[src/rtl/m_pkg.sv]
// rtl/m_pkg.sv - shared types, decode constants and op-class helpers for the M-extension unit
package m_pkg;

    typedef enum logic [2:0] {
        OP_MUL    = 3'b000,
        OP_MULH   = 3'b001,
        OP_MULHSU = 3'b010,
        OP_MULHU  = 3'b011,
        OP_DIV    = 3'b100,
        OP_DIVU   = 3'b101,
        OP_REM    = 3'b110,
        OP_REMU   = 3'b111
    } m_op_e;

    typedef enum logic [2:0] {
        S_IDLE,
        S_MUL,
        S_DIV,
        S_FIX,
        S_DONE
    } m_state_e;

    localparam logic [6:0] M_OPCODE = 7'b0110011;
    localparam logic [6:0] M_FUNCT7 = 7'b0000001;

    function automatic logic op_is_div(input m_op_e op);
        return op inside {OP_DIV, OP_DIVU, OP_REM, OP_REMU};
    endfunction

    function automatic logic op_is_rem(input m_op_e op);
        return op inside {OP_REM, OP_REMU};
    endfunction

    // MUL keeps only the low half, which is the same for signed and unsigned operands
    function automatic logic op_rs1_signed(input m_op_e op);
        return op inside {OP_MULH, OP_MULHSU, OP_DIV, OP_REM};
    endfunction

    function automatic logic op_rs2_signed(input m_op_e op);
        return op inside {OP_MULH, OP_DIV, OP_REM};
    endfunction

endpackage

[src/rtl/m_div_step.sv]
// rtl/m_div_step.sv - one combinational restoring-division step
module m_div_step #(
    parameter int XLEN = 32
) (
    input  logic [XLEN:0]   partial,
    input  logic [XLEN-1:0] divisor,
    output logic [XLEN-1:0] rem_nx,
    output logic            q_bit
);
    // When the subtract succeeds the true difference is below the divisor, so XLEN bits suffice
    assign q_bit  = partial >= {1'b0, divisor};
    assign rem_nx = q_bit ? (partial[XLEN-1:0] - divisor) : partial[XLEN-1:0];
endmodule

[src/rtl/m_muldiv_seq.sv]
// rtl/m_muldiv_seq.sv - sequential RV M-extension unit on PCPI; DIV_REM_FUSE_EN enables the division result cache
module m_muldiv_seq
    import m_pkg::*;
#(
    parameter int XLEN     = 32,
    parameter int MUL_STEP = 4
) (
    input  logic            clk,
    input  logic            reset,
    input  logic            valid,
    input  logic [31:0]     instruction,
    input  logic [XLEN-1:0] rs1,
    input  logic [XLEN-1:0] rs2,
    output logic            wr,
    output logic [XLEN-1:0] rd,
    output logic            busy,
    output logic            ready
);
    localparam int CW      = $clog2(XLEN);
    localparam int MUL_CYC = XLEN / MUL_STEP;

    m_state_e          state, state_nx;
    m_op_e             op, dec_op;
    logic              is_m, dec_div, sgn_a, sgn_b, accept, fuse_hit;
    logic              neg_q, neg_r, step_q;
    logic [CW-1:0]     cnt;
    logic [XLEN-1:0]   a_mag, b_mag, divisor, shreg, rem, result;
    logic [XLEN-1:0]   step_rem, q_fix, r_fix, fix_res, fuse_res;
    logic [2*XLEN-1:0] acc, mcand, pp, prod;
    logic              unused_instr;

    assign unused_instr = ^{instruction[24:15], instruction[11:7]};

    assign is_m    = (instruction[6:0] == M_OPCODE) && (instruction[31:25] == M_FUNCT7);
    assign dec_op  = m_op_e'(instruction[14:12]);
    assign dec_div = op_is_div(dec_op);
    assign sgn_a   = op_rs1_signed(dec_op) && rs1[XLEN-1];
    assign sgn_b   = op_rs2_signed(dec_op) && rs2[XLEN-1];
    assign a_mag   = sgn_a ? -rs1 : rs1;
    assign b_mag   = sgn_b ? -rs2 : rs2;
    assign accept  = (state == S_IDLE) && valid && is_m;

    always_ff @(posedge clk or posedge reset) begin
        if (reset) state <= S_IDLE;
        else       state <= state_nx;
    end

    always_comb begin
        state_nx = state;
        case (state)
            S_IDLE: if (accept) state_nx = fuse_hit ? S_DONE : (dec_div ? S_DIV : S_MUL);
            S_MUL: begin
                if (!valid)                          state_nx = S_IDLE;
                else if (cnt == CW'(MUL_CYC - 1))    state_nx = S_FIX;
            end
            S_DIV: begin
                if (!valid)                          state_nx = S_IDLE;
                else if (cnt == CW'(XLEN - 1))       state_nx = S_FIX;
            end
            S_FIX:  state_nx = valid ? S_DONE : S_IDLE;
            S_DONE: state_nx = S_IDLE;
            default: state_nx = S_IDLE;
        endcase
    end

    assign busy  = (state == S_MUL) || (state == S_DIV) || (state == S_FIX);
    assign ready = (state == S_DONE);
    assign wr    = ready;
    assign rd    = ready ? result : '0;

    m_div_step #(.XLEN(XLEN)) u_div_step (
        .partial ({rem, shreg[XLEN-1]}),
        .divisor (divisor),
        .rem_nx  (step_rem),
        .q_bit   (step_q)
    );

    // shreg holds the multiplier during MUL and the dividend/quotient during DIV
    assign pp    = mcand * {{(2*XLEN-MUL_STEP){1'b0}}, shreg[MUL_STEP-1:0]};
    assign prod  = neg_q ? -acc : acc;
    assign q_fix = (neg_q && divisor != '0) ? -shreg : shreg;
    assign r_fix = neg_r ? -rem : rem;

    always_comb begin
        fix_res = q_fix;
        case (op)
            OP_MUL:                       fix_res = prod[XLEN-1:0];
            OP_MULH, OP_MULHSU, OP_MULHU: fix_res = prod[2*XLEN-1:XLEN];
            OP_REM, OP_REMU:              fix_res = r_fix;
            default:                      fix_res = q_fix;
        endcase
    end

    always_ff @(posedge clk or posedge reset) begin
        if (reset) begin
            op      <= OP_MUL;
            cnt     <= '0;
            neg_q   <= 1'b0;
            neg_r   <= 1'b0;
            divisor <= '0;
            acc     <= '0;
            mcand   <= '0;
            shreg   <= '0;
            rem     <= '0;
            result  <= '0;
        end else begin
            case (state)
                S_IDLE: if (accept) begin
                    op      <= dec_op;
                    cnt     <= '0;
                    neg_q   <= sgn_a ^ sgn_b;
                    neg_r   <= sgn_a;
                    divisor <= b_mag;
                    acc     <= '0;
                    mcand   <= {{XLEN{1'b0}}, a_mag};
                    shreg   <= dec_div ? a_mag : b_mag;
                    rem     <= '0;
                    if (fuse_hit) result <= fuse_res;
                end
                S_MUL: begin
                    acc   <= acc + pp;
                    mcand <= mcand << MUL_STEP;
                    shreg <= shreg >> MUL_STEP;
                    cnt   <= cnt + 1'b1;
                end
                S_DIV: begin
                    rem   <= step_rem;
                    shreg <= {shreg[XLEN-2:0], step_q};
                    cnt   <= cnt + 1'b1;
                end
                S_FIX:   result <= fix_res;
                default: ;
            endcase
        end
    end

`ifdef DIV_REM_FUSE_EN
    logic            c_valid, c_signed, l_signed;
    logic [XLEN-1:0] c_rs1, c_rs2, c_q, c_r, l_rs1, l_rs2;

    assign fuse_hit = c_valid && dec_div && (rs1 == c_rs1) && (rs2 == c_rs2)
                      && (op_rs1_signed(dec_op) == c_signed);
    assign fuse_res = op_is_rem(dec_op) ? c_r : c_q;

    always_ff @(posedge clk or posedge reset) begin
        if (reset) begin
            c_valid  <= 1'b0;
            c_signed <= 1'b0;
            l_signed <= 1'b0;
            c_rs1    <= '0;
            c_rs2    <= '0;
            c_q      <= '0;
            c_r      <= '0;
            l_rs1    <= '0;
            l_rs2    <= '0;
        end else begin
            if (accept) begin
                l_rs1    <= rs1;
                l_rs2    <= rs2;
                l_signed <= op_rs1_signed(dec_op);
            end
            // both halves are kept so the partner op can complete without iterating
            if ((state == S_DIV || state == S_FIX) && op_is_div(op)) begin
                if (!valid) begin
                    c_valid <= 1'b0;
                end else if (state == S_FIX) begin
                    c_valid  <= 1'b1;
                    c_rs1    <= l_rs1;
                    c_rs2    <= l_rs2;
                    c_signed <= l_signed;
                    c_q      <= q_fix;
                    c_r      <= r_fix;
                end
            end
        end
    end
`else
    assign fuse_hit = 1'b0;
    assign fuse_res = '0;
`endif

endmodule

[config.mk]
export PLATFORM = sky130hd
export DESIGN_NAME = m_muldiv_seq
export DESIGN_NICKNAME = d
export VERILOG_FILES = /design/src/rtl/m_pkg.sv /design/src/rtl/m_div_step.sv /design/src/rtl/m_muldiv_seq.sv
export SDC_FILE = /design/constraint.sdc
export NUM_CORES = 2
export LEC_CHECK = 0
export CAP_MARGIN = 20
export CELL_PAD_IN_SITES_DETAIL_PLACEMENT = 1
export CELL_PAD_IN_SITES_GLOBAL_PLACEMENT = 1
export CORE_ASPECT_RATIO = 1.2
export CORE_MARGIN = 3
export CORE_UTILIZATION = 30
export CTS_CLUSTER_SIZE = 30
export DETAILED_ROUTE_END_ITERATION = 10
export PLACE_DENSITY_LB_ADDON = 0.08
export SLEW_MARGIN = 20
export SYNTH_ARGS = -nofsm -noshare
export SYNTH_HDL_FRONTEND = slang
export SYNTH_SLANG_ARGS = --single-unit
[constraint.sdc]
create_clock -name clk -period 16.4 [get_ports clk]
set_input_delay 4.92 -clock clk [delete_from_list [all_inputs] [get_ports clk]]
set_output_delay 4.92 -clock clk [all_outputs]
set_load 0.02 [all_outputs]
# Word-level counts from Yosys, hierarchy flattened

Cells that the tools add are included.

Input bits: 99
Logic and storage cells: 98
Output and inout port bits: 35
Register bits after elaboration: 269

Reductions and logical operators: 27
Muxes and demuxes: 27
Order comparisons: 1
Add/sub/neg operators: 8
Multipliers: 1
Eq/ne operators: 22
Bitwise gates (word level): 1

Operator list:

| cell                                           | count |
|---|---|
| two-way mux 32 bit                             | 9 |
| one-hot mux 64 bit (2 select lines)            | 2 |
| two-way mux 64 bit                             | 3 |
| one-hot mux 32 bit (3 select lines)            | 2 |
| negator 32 bit                                 | 4 |
| adder 64 bit                                   | 1 |
| multiplier 64 x 4 -> 64 bit                    | 1 |
| negator 64 bit                                 | 1 |
| one-hot mux 32 bit (2 select lines)            | 1 |
| >= comparator 33 x 32 -> 1 bit                 | 1 |
| nonzero test 32 bit                            | 1 |
| subtractor 32 bit                              | 1 |
| == test 3 bit (second input constant)          | 7 |
| two-way mux 3 bit                              | 6 |
| == test 3 x 2 -> 1 bit (second input constant) | 5 |
| one-hot mux 3 bit (4 select lines)             | 1 |
| one-hot mux 5 bit (2 select lines)             | 1 |
| AND reduction 2 bit                            | 5 |
| == test 3 x 1 -> 1 bit (second input constant) | 3 |
| nonzero test 4 bit                             | 2 |
| == test 7 x 1 -> 1 bit (second input constant) | 1 |
| == test 7 x 6 -> 1 bit (second input constant) | 1 |
| logical AND 1 bit                              | 6 |
| zero test 3 bit                                | 2 |
| other kinds (14)                               | 20 |

# Longest topological paths before layout

Word-level depth: 7
Depth in mapped cells: 21
Depth with buffers taken out: 19

# By module

Synthesis repeated with hierarchy kept, for this count alone.

Cell total of the unflattened synthesis: 3479
Area, all modules: 28094.4 um^2

By module, submodules not included:

| module       | cells each | seq. area each (um^2) | instances | area an instance (um^2) |
|---|---|---|---|---|
| m_muldiv_seq | 3156       | 6731.5                | 1         | 25763.5 |
| m_div_step   | 323        | 0.0                   | 1         | 2331.0 |

# Least setup slack after synthesis

Ideal clock, no wire load.

Path kind: in2reg
Start point: input port rs1[3]
End point: register shreg[25]
Data arrival time: 7444 ps
Library setup time: 135 ps
Data required time: 16265 ps
Buffers on the path: 0
Path slack: 8821 ps
Stages: 11
Cells stage by stage: nor2_1 > nand3_1 > or4_1 > or3_1 > nor4_1 > nand2_1 > o31ai_1 > xor2_1 > a21oi_1 > a222oi_1 > o21ai_0

Word-level cells in the longest chain between the ends: 5

RTL lines:

| item                                | RTL line            | source |
|---|---|---|
| from (decl)                         | m_muldiv_seq.sv:12  | `input logic [XLEN-1:0] rs1,` |
| negator 32 bit                      | m_muldiv_seq.sv:39  | `assign a_mag = sgn_a ? -rs1 : rs1;` |
| two-way mux 32 bit                  | m_muldiv_seq.sv:39  |  |
| two-way mux 32 bit                  | m_muldiv_seq.sv:116 | `shreg <= dec_div ? a_mag : b_mag;` |
| two-way mux 32 bit                  | m_muldiv_seq.sv:108 | `S_IDLE: if (accept) begin` |
| one-hot mux 32 bit (3 select lines) | m_muldiv_seq.sv:107 | `case (state)` |
| to (signal assigned)                | m_muldiv_seq.sv:116 |  |
| to (signal assigned)                | m_muldiv_seq.sv:123 | `shreg <= shreg >> MUL_STEP;` |
| to (signal assigned)                | m_muldiv_seq.sv:128 | `shreg <= {shreg[XLEN-2:0], step_q};` |
| to (decl)                           | m_muldiv_seq.sv:27  | `logic [XLEN-1:0] a_mag, b_mag, divisor, shreg, rem, result;` |

No other way between the ends. The select of a mux whose other input is x is not followed.
A chain may end at the register's enable or synchronous reset.

# Final worst setup path

Start point: input port rs1[2]
End point: register shreg[29]

Same word-level chain as after synthesis.

==> flow_metrics.tcl <==
set metrics [dict create \
    start_kind "input port" \
    cts_setup_buffers 0 \
    path_clk_slew_ns 0.06 \
    grtUsageTotal_pct 23.1 \
    clock-sinks 269 \
    ys_warn_count 0 \
    p_comb_share_pct 50.6 \
    drive_gt1_share_pct 4.18 \
    leakagePower_uw 0.0136 \
    setup_viol 0 \
    synth_top_family_by_area "compound AO/OA/AOI/OAI gates" \
    crit_path_cell_trace "clkdlybuf4s50_1 > nor2_1 > nand3_1 > or4_1 > or3_1 > nor4_2 > nand2_1 > o41ai_1 > xor2_1 > mux2i_1 > a22oi_1 > o21ai_0" \
    overflow 0 \
    post_synth_and_or_nand_nor_area_fraction_pct 19.5 \
    synthMuxAreaShare_pct 1.43 \
    postCtsHoldBufs 0 \
    worstSetupPathType "input port to flop" \
    via_count 24200 \
    gp_congestion 0.907 \
    rsz0062_at_grt "false" \
    hold_violations 0 \
    stdcell_count 4532 \
    ff2ff_setup_slack_ns 9.85 \
    maxSlewHeadroom_pct 36.2 \
    port_buffers 118 \
    slew_viol_final 0 \
    cts_made_buffers 38 \
    netSwitchingPower_uw 2050 \
    synth_area_leaders "dfrtp_1, fa_1, o21ai_0" \
    worst_pin_slew_ns 0.957 \
    critPathCaptureType "flop" \
    worstPathArrival_ns 8.74 \
    hpwlAfterDp_mm 84.3 \
    core_area_sq_mm 0.0896 \
    clock_path_buffers 3 \
    power_frac_seq_pct 28.4 \
    clkPwrFrac_pct 21.0 \
    hp-class "flop to flop" \
    drcViolationCount 0 \
    drtPass1Iterations 6 \
    die-area_sq_mm 0.0946 \
    synth_adder_area_share_pct 18.3 \
    power.density_mw_per_mm2 133 \
    ys_seq_area_share_pct 24.7 \
    tns_ns 0 \
    viasPerCell 5.34 \
    cpMaxStageDelayCell "nor4_2" \
    ys.flop_type "dfrtp_1" \
    wirelength_mm 108 \
    fin_area_sq_mm 0.0308 \
    synth_compound_area_share_pct 19.5 \
    register_area_sq_mm 0.00674 \
    netlist.area_leader.share_pct 24.7 \
    critPathMaxStageDelay_ns 0.57 \
    synth-edff-count 0 \
    synth_area_per_cell_sq_um 8.15 \
    synth.distinct_cells 71 \
    finalCriticalPeriod_ns 8.29 \
    grt_max_degree 86 \
    p_sw_share_pct 50.0 \
    grt_pass1_wl_mm 166 \
    fin_nets 3731 \
    std_cell_rows 120 \
    area_delta_synth_final_pct 12.7 \
    cts_max_level 2 \
    outcome "complete, no violations" \
    crit_fanout 6 \
    ir_drop_v 0.0000695 \
    yosysTopAreaCell "dfrtp_1" \
    clkLatencyLatePin_ns 0.59 \
    multi_input_area_sq_mm 0.0184 \
    syn-num-nets 3733 \
    finalCritPeriodShare_pct 50.5 \
    synth.most_common_cell "inv_1" \
    die_h_um 336 \
    die_w_um 281 \
    fill_cells 10500 \
    grt_antenna_before_repair 2 \
    ys_ff_latch 269 \
    antenna_left 0 \
    antenna_cells 0 \
    internal-power_uw 2050 \
    max_freq_mhz 121 \
    grt_pass1_vias 26000 \
    netlist_area_sq_mm 0.0273 \
    io_pins 134 \
    drt_iter0_markers 1271 \
    critPathRequiredTime_ns 16.85 \
    synthXorXnorAreaFrac_pct 8.70 \
    placed_cell_area_sq_mm 0.0295 \
    placedCellCount 4461 \
    cts-root-buf "clkbuf_16" \
    cts_resized 0 \
    ys_async_sr_fraction_pct 100 \
    synthCells 3345 \
    synthTopCellsByCount "inv_1, nand2_1, o21ai_0" \
    skew_ns 0.0243 \
    drv_cap 0 \
    start_util_pct 30.4 \
    drt-wirelength-per-cell_um 23.9 \
    cts_tree "done" \
]
## layer usage
metal | GRT usage, % | vias up | part of all wire (%) | routed length, um
met2 | 41.4 | 457 | 51 | 54900
met1 | 28.8 | 12300 | 42 | 46000
met3 | 2.28 | 125 | 3.2 | 3430
met5 | 0 | - | 0.012 | 13
li1 | - | 11300 | - | -
met4 | 7.85 | 2 | 3.6 | 3950
## path summary, 6_finish.rpt
check,start,endpoint,depth (start not counted)
max,rs1[2],shreg[29],12
min,result[28],result[28],2
max reg2reg,shreg[3],acc[62],18
min reg2reg,result[28],result[28],2
max in group asynchronous,reset,mcand[61],4
min in group asynchronous,reset,rem[19],2
## critical path, delay by kind of cell
kind	cells	cell delay (ns)
muxes	1	0.14
buffers and inverters	1	0.50
xor gates and xnor gates	1	0.38
and+or+nand+nor	6	2.06
AOI/OAI and AO/OA	3	0.73
## flip-flops by register name, indices dropped and copies added (netlist names)
name	count
acc	64
cnt	5
divisor	32
mcand	64
neg_q	1
neg_r	1
op	3
rem	32
result	32
shreg	32
state	3
## layout make-up
cell class,instances,share of cell area [%]
multi-input cells,2506,60.0
clock inverters,16,0.529
clock buffers,54,3.58
well taps,1159,4.72
inverters,374,4.59
repair buffers,154,4.69
flip-flops and latches,269,21.9
## layout by cell type (no fill, tap or decap), drive strengths merged, types with 9 or more instances in the layout
master	count
o22ai	20
a22oi	36
xnor2	160
buf	37
or3	22
o211ai	9
o21ai	348
nand2b	25
mux2i	39
clkbuf	54
inv	376
nand4	22
o21bai	22
ha	106
a221oi	27
or4	12
a31oi	28
a21o	50
nand3	90
clkdlybuf4s50	117
o41ai	18
o31ai	52
a21oi	160
nor2b	13
a222oi	27
dfrtp	269
clkinv	9
fa	183
nor4	26
nand2	350
xor2	111
and3	52
nor2	122
and2	248
or2	9
nor3	42
## per-stage QoR
| stage | power, uW | hold slack [ns] | setup WS [ns] | utilization (%) |
|---|---|---|---|---|
| detailed placement | 3250 | 0.469 | 7.54 | 32.9 |
| CTS | 4150 | 0.481 | 8.18 | 34.3 |
| floorplan | 2480 | 0.442 | 4.07 | - |
| global route | 4430 | 0.510 | 7.91 | 34.3 |
| global placement | 3210 | 0.463 | 7.19 | 32.9 |
| finish | 4100 | 0.477 | 8.11 | 34.3 |
## power groups by stage
stage | clock network (uW) | logic (uW) | registers, uW
after floorplan | 0 | 1480 | 999
after global placement | 0 | 2040 | 1170
after detailed placement | 0 | 2080 | 1170
after CTS | 890 | 2090 | 1160
after global routing | 917 | 2320 | 1190
final | 860 | 2080 | 1160
## cell families after synthesis
logic type / count (synthesis)
mux: 39
simple gates: 1051
fa+ha+maj: 289
compound gates: 856
buf+inv: 570
flops: 269
xor+xnor: 271
Note: power is estimated with default switching activity, not from simulation.
